## config.mk

```make
export PLATFORM = sky130hd
export DESIGN_NAME = bin_to_bcd_seq
export DESIGN_NICKNAME = d
export VERILOG_FILES = /design/src/rtl/bin_to_bcd_seq.sv
export SDC_FILE = /design/constraint.sdc
export NUM_CORES = 1
export LEC_CHECK = 0
export BUFFER_PORTS_ARGS = -buffer_cell sky130_fd_sc_hd__buf_2
export CELL_PAD_IN_SITES_DETAIL_PLACEMENT = 1
export CELL_PAD_IN_SITES_GLOBAL_PLACEMENT = 2
export CORE_ASPECT_RATIO = 2
export CORE_MARGIN = 2
export CORE_UTILIZATION = 35
export CTS_CLUSTER_SIZE = 16
export DETAILED_ROUTE_END_ITERATION = 10
export HOLD_SLACK_MARGIN = 0.03
export PLACE_DENSITY = 0.83
export SLEW_MARGIN = 20
export SYNTH_ARGS = -nofsm -noshare
export SYNTH_HDL_FRONTEND = slang
export SYNTH_SLANG_ARGS = --single-unit
export TNS_END_PERCENT = 1
```

## constraint.sdc

```tcl
create_clock -name clk_100mhz -period 2.16 [get_ports clk_100mhz]
set_input_delay 0.432 -clock clk_100mhz [delete_from_list [all_inputs] [get_ports clk_100mhz]]
set_output_delay 0.432 -clock clk_100mhz [all_outputs]
set_load 0.005 [all_outputs]
```

## src/rtl/bin_to_bcd_seq.sv

```systemverilog
// Sequential double-dabble: unsigned binary in, four packed BCD digits out, done pulse BIN_WIDTH+1 cycles after start.
// A start that arrives while busy is dropped; values above 9999 produce 16'hFFFF with overflow set.
module bin_to_bcd_seq #(
    parameter int BIN_WIDTH = 14
) (
    input  logic                 clk_100mhz,
    input  logic                 reset,
    input  logic                 start,
    input  logic [BIN_WIDTH-1:0] bin_in,
    output logic                 busy,
    output logic                 done,
    output logic                 overflow,
    output logic [15:0]          bcd_data_op
);
    localparam int CW = $clog2(BIN_WIDTH + 1);

    typedef enum logic [1:0] {
        IDLE,
        SHIFT,
        FINISH
    } state_t;

    state_t                 state_q, state_d;
    logic [BIN_WIDTH-1:0]   bin_q, bin_d;
    logic [15:0]            scr_q, scr_d;
    logic [CW-1:0]          cnt_q, cnt_d;
    logic                   ovf_pend_q, ovf_pend_d;
    logic                   done_q, done_d;
    logic                   overflow_q, overflow_d;
    logic [15:0]            bcd_q, bcd_d;

    logic [15:0]            adj;
    logic [16+BIN_WIDTH-1:0] cat;
    logic [16:0]            bin_ext;
    logic                   ovf_in;

    // Compared at 17 bits so narrow widths fold to a constant 0.
    assign bin_ext = 17'(bin_in);
    assign ovf_in  = (bin_ext > 17'd9999);

    always_comb begin
        adj = scr_q;
        for (int i = 0; i < 4; i++) begin
            if (scr_q[4*i +: 4] >= 4'd5) begin
                adj[4*i +: 4] = scr_q[4*i +: 4] + 4'd3;
            end
        end
        cat = {adj, bin_q} << 1;

        state_d    = state_q;
        bin_d      = bin_q;
        scr_d      = scr_q;
        cnt_d      = cnt_q;
        ovf_pend_d = ovf_pend_q;
        done_d     = 1'b0;
        overflow_d = overflow_q;
        bcd_d      = bcd_q;

        case (state_q)
            IDLE: begin
                if (start) begin
                    bin_d      = bin_in;
                    scr_d      = 16'h0000;
                    cnt_d      = CW'(BIN_WIDTH);
                    ovf_pend_d = ovf_in;
                    state_d    = SHIFT;
                end
            end
            SHIFT: begin
                scr_d = cat[16+BIN_WIDTH-1:BIN_WIDTH];
                bin_d = cat[BIN_WIDTH-1:0];
                cnt_d = cnt_q - CW'(1);
                if (cnt_q == CW'(1)) begin
                    state_d = FINISH;
                end
            end
            FINISH: begin
                bcd_d      = ovf_pend_q ? 16'hFFFF : scr_q;
                overflow_d = ovf_pend_q;
                done_d     = 1'b1;
                state_d    = IDLE;
            end
            default: begin
                state_d = IDLE;
            end
        endcase
    end

    always_ff @(posedge clk_100mhz or posedge reset) begin
        if (reset) begin
            state_q    <= IDLE;
            bin_q      <= '0;
            scr_q      <= '0;
            cnt_q      <= '0;
            ovf_pend_q <= 1'b0;
            done_q     <= 1'b0;
            overflow_q <= 1'b0;
            bcd_q      <= 16'h0000;
        end else begin
            state_q    <= state_d;
            bin_q      <= bin_d;
            scr_q      <= scr_d;
            cnt_q      <= cnt_d;
            ovf_pend_q <= ovf_pend_d;
            done_q     <= done_d;
            overflow_q <= overflow_d;
            bcd_q      <= bcd_d;
        end
    end

    assign busy        = (state_q != IDLE);
    assign done        = done_q;
    assign overflow    = overflow_q;
    assign bcd_data_op = bcd_q;
endmodule

```

## Yosys cells after proc, flatten, opt, wreduce, memory -nomap -nowiden

Cells that the tools add are included.

- Register bits: 55
- Logic and storage cells: 44
- Output and inout bits: 19
- Input bits: 17
- Memories kept: 0
- ROM bits: 0
- Bits in latches: 0
- RAM bits: 0

- Multiply operators: 0
- Reductions and logical operators: 6
- Order comparisons: 5
- Muxes and demuxes: 15
- Shifts and indexed selects: 0
- Bitwise operators: 0
- Add/sub/neg operators: 5
- Div/mod/pow operators: 0
- Equal/unequal tests: 5

Operators by type and width:

| operator | count |
|---|---|
| 16-bit two-way mux | 2 |
| 16-bit one-hot mux with 2 select lines | 1 |
| 14-bit one-hot mux with 2 select lines | 1 |
| 4-bit by 3-bit >= comparator with 1-bit output, second input constant | 4 |
| 4-bit two-way mux | 4 |
| 14-bit greater-than comparator, second input constant | 1 |
| 14-bit two-way mux | 1 |
| 4-bit by 2-bit adder with 4-bit output, second input constant | 3 |
| 4-bit one-hot mux with 2 select lines | 1 |
| 2-bit AND reduction | 3 |
| 4-bit by 1-bit equality test with 1-bit output, second input constant | 1 |
| 2-bit two-way mux | 2 |
| 2-bit inequality test, second input constant | 2 |
| 2-bit one-hot mux with 2 select lines | 1 |
| 2-bit nonzero test | 2 |
| 4-bit by 1-bit subtractor with 4-bit output, second input constant | 1 |
| 3-bit by 2-bit adder with 3-bit output, second input constant | 1 |
| 3-bit two-way mux | 1 |
| 2-bit by 1-bit equality test with 1-bit output, second input constant | 1 |
| 2-bit equality test, second input constant | 1 |
| 2-bit logical NOT | 1 |
| 1-bit two-way mux | 1 |

## Depth between registers and ports, before layout

- Depth after elaboration: 3
- Depth in mapped cells: 6
- Depth with buffers taken out: 6

## Worst setup path after synthesis

No wires, ideal clock.

- Kind: reg-to-reg
- Start: reg scr_q[4]
- End: reg scr_q[6]
- Clock period less this slack: 1515 ps
- Buffers on the path: 0
- Arrival: 1432 ps
- Required time: 2077 ps
- Slack: 645 ps
- Setup time: 83 ps
- Cell stages (with the launch flop): 7
- Path through: dfrtp_1 -> inv_1 -> ha_1 -> nand2b_1 -> a21oi_1 -> mux2_2 -> o21ai_0

- Word-level cells in the longest chain between the ends: 3
- Elaborated cells between the ends (all ways): 4
- Those cells by class: add/sub (1); order compare (1); mux (2)

Ends and longest elaborated chain:

| item | RTL line | RTL |
|---|---|---|
| start, declared | 25 | `logic [15:0] scr_q, scr_d;` |
| start signal, assigned | 102 | `scr_q <= scr_d;` |
| 4-bit by 2-bit adder with 4-bit output or 4-bit by 3-bit >= comparator with 1-bit output (tied branches) | 45, 44 |  |
| 4-bit two-way mux * | 44 | `if (scr_q[4*i +: 4] >= 4'd5) begin` |
| 16-bit one-hot mux with 2 select lines * | 59 | `case (state_q)` |

Mark *: on every way between the ends. The rest lies on a longest branch, timed or not.
A chain may end at the register's enable or synchronous reset.

## Worst setup path in the final report

Same ends and word-level chain as after synthesis.

==> results.ini <==
[worst_setup_path]
path_max_fanout=5
critPathRequiredTime_ns=2.37
worstPathCellList=inv_1 -> ha_1 -> nand2b_1 -> a21oi_1 -> mux2_2 -> o21ai_0
reg2reg_setup_slack_ns=0.45
critPathLaunchType=flop
r2r_end=scr_q[6]
reg2reg_depth=6
r2r-start=scr_q[4]
critPathArrivalTime_ns=1.92
end_kind=flop
critPathKind=reg2reg
crit_path_top_delay_cell=dfrtp_1
slowest_delay_ns=0.43
crit_start=scr_q[4]
crit_end=scr_q[6]

[final_layout]
antenna_cells=0
area_delta_synth_final_pct=15.7
post_route_cells_drive_above_1_share_pct=19.2
layout.nets=339

[pwr]
ir_drop_uv=632
leakagePower_nw=1.42
p_per_area_mw_per_mm2=1470

[place]
pre_cts_ws_ns=0.439
portBuffers=35
hpwl_um=3980
gp_congestion=0.771

[logic_synthesis]
yosysWarnings=0
synth_most_common_cell=dfrtp_1
synth_area_per_cell_um2=9.31
syn-num-nets=308
yosysSeqAreaShare_pct=52.6
yosysTopAreaCell=dfrtp_1
synth_area_leaders=dfrtp_1, nand2_1, o21ai_0
synth_area_mm2=0.00262
synth_edf_count=0
synth_ff_type=dfrtp_1
async_reset_ff_share_pct=100
synth_common_cells=dfrtp_1, nand2_1, o21ai_0, nor2_1, nand3_1
yosysUniqueCellTypes=31
netlist_instances=281
ys_ff_latch=55
synth_top_area_share_pct=52.6

[route]
avgRoutedWirePerCell_um=14.1
dr.pass1.iters=4
vias=2036
drtIter0Drc=95
finalWirelength_um=5700
remaining_drc_errors=0
postRouteAntennaNets=0
via_per_inst=5.03

[run]
drv_cap=0

[clock_tree]
holdBufCountCts=0
post_cts_resized=0
htree_levels=2
post-cts-setup-buffers=0
clk_path_buf_depth=2
clk_pin_slew_worst_paths_ns=0.07
cts_made_buffers=5
cts_tree=yes
cts-root-buf=clkbuf_16
clock_latency_ns=0.30
cts.sinks=55

[sta]
fin_skew_ns=0.00374
setup_slack_ns=0.453
worstMarginPinSlew_ns=0.613
max_slew_margin_pct=59.1
max_freq_mhz=586
setup_tns_ns=0
rsz0062_at_grt=false
finalSetupViolations=0
hold_viol=0
period_needed_ns=1.71
slew_violations=0
post-route-period-util_pct=79.0

[floorplan]
io_pins=36
rows=44
die_y_um=126
core_mm2=0.00727
die_w_um=65.2
initial_core_util_pct=36.0
die_area_mm2=0.00823

[global_routing]
grt_first_pass_wirelength_um=9780
gr-usage-all-layers_pct=15.5
overflow=0
antenna_found_initial=0
grt_pass1_vias=2086
grt_start_max_net_pins=56

[hold_path]
hold_path_class=in2async

[run_status]
outcome=finished, final reports clean

registers in the layout, summed over array words and instances (netlist names):
register	cells
scr_q	16
done	1
overflow	1
bin_q	14
ovf_pend_q	1
cnt_q	4
bcd_data_op	16
state_q	2
stage by stage:
step / instance area (um^2) / utilization (%) / power [mW] / hold WS, ns / std cells
after floorplan: 2620 / - / 3.15 / 0.448 / 281
after global placement: 2890 / 39.7 / 3.62 / 0.457 / 397
after detailed placement: 2890 / 39.7 / 3.70 / 0.466 / 397
after CTS: 3030 / 41.7 / 4.54 / 0.189 / 405
after global routing: 3030 / 41.7 / 4.87 / 0.190 / 405
final: 3030 / 41.7 / 4.44 / 0.172 / 405
layout make-up:
class	instances	area [um^2]
Clock buffer	6	129
Clock inverter	2	12.5
Fill cell	873	4240
Inverter	13	48.8
Multi-Input combinational cell	195	1110
Sequential cell	55	1380
Tap cell	92	115
Timing Repair Buffer	42	240
power breakdown:
part           switching, mW  total (mW)  leakage (nW)  internal [mW]
Clock                  0.373       0.802        0.0669          0.429
Sequential             0.365        1.85         0.656           1.48
Combinational          0.982        1.79         0.695          0.807
Total                   1.72        4.44          1.42           2.72
placed cells by master, fill, tap and decap left out, types with 2 or more instances in the layout:
| master | Yosys | final |
|---|---|---|
| a21oi_1 | 7 | 7 |
| a31oi_1 | 12 | 12 |
| a32o_1 | 4 | 4 |
| buf_2 | 11 | 35 |
| buf_4 | 0 | 6 |
| clkbuf_16 | 0 | 5 |
| dfrtp_1 | 55 | 55 |
| ha_1 | 10 | 10 |
| inv_1 | 13 | 12 |
| mux2_2 | 5 | 5 |
| nand2_1 | 48 | 48 |
| nand2b_1 | 6 | 5 |
| nand3_1 | 15 | 15 |
| nor2_1 | 29 | 29 |
| nor3b_1 | 3 | 3 |
| nor4_1 | 2 | 2 |
| o21ai_0 | 31 | 31 |
| o31ai_1 | 6 | 6 |
| xnor2_1 | 5 | 5 |
how the worst min path moves through the flow:
stage | start | endpoint | slack, ns
after global placement | bcd_data_op[3] | bcd_data_op[3] | 0.46
after global routing | reset | bcd_data_op[9] | 0.19
final | reset | scr_q[11] | 0.17
after detailed placement | bcd_data_op[13] | bcd_data_op[13] | 0.47
after floorplan | bin_q[13] | scr_q[0] | 0.45
after CTS | reset | bcd_data_op[9] | 0.19
metal layers:
metal | track usage [%] | up-vias | part of all wire, %
li1 | - | 1010 | -
met1 | 17.1 | 980 | 40
met2 | 27.3 | 35 | 53
met3 | 2.75 | 11 | 2.9
met4 | 8.46 | 0 | 3.4
met5 | 0 | - | 0
cells by family (layout without fill, tap and decap cells):
logic type                 count (synthesis)  in the layout  synth area share, %
buffers and inverters                     31             63                 5.26
muxes                                      5              5                 2.15
xor gates and xnor gates                   6              6                 2.01
AOI/OAI and AO/OA                         64             64                 14.5
adders and majority gates                 10             10                 4.78
DFF                                       55             55                 52.6
and+or+nand+nor                          110            110                 18.7
critical path, delay by kind of cell (launching register included):
kind                       cells  cell delay (ns)
adders and majority gates      1             0.20
AOI/OAI and AO/OA              2             0.44
and+or+nand+nor                1             0.07
muxes                          1             0.37
buffers and inverters          1             0.12
DFF                            1             0.43
Power figures use the tool's default switching activity.
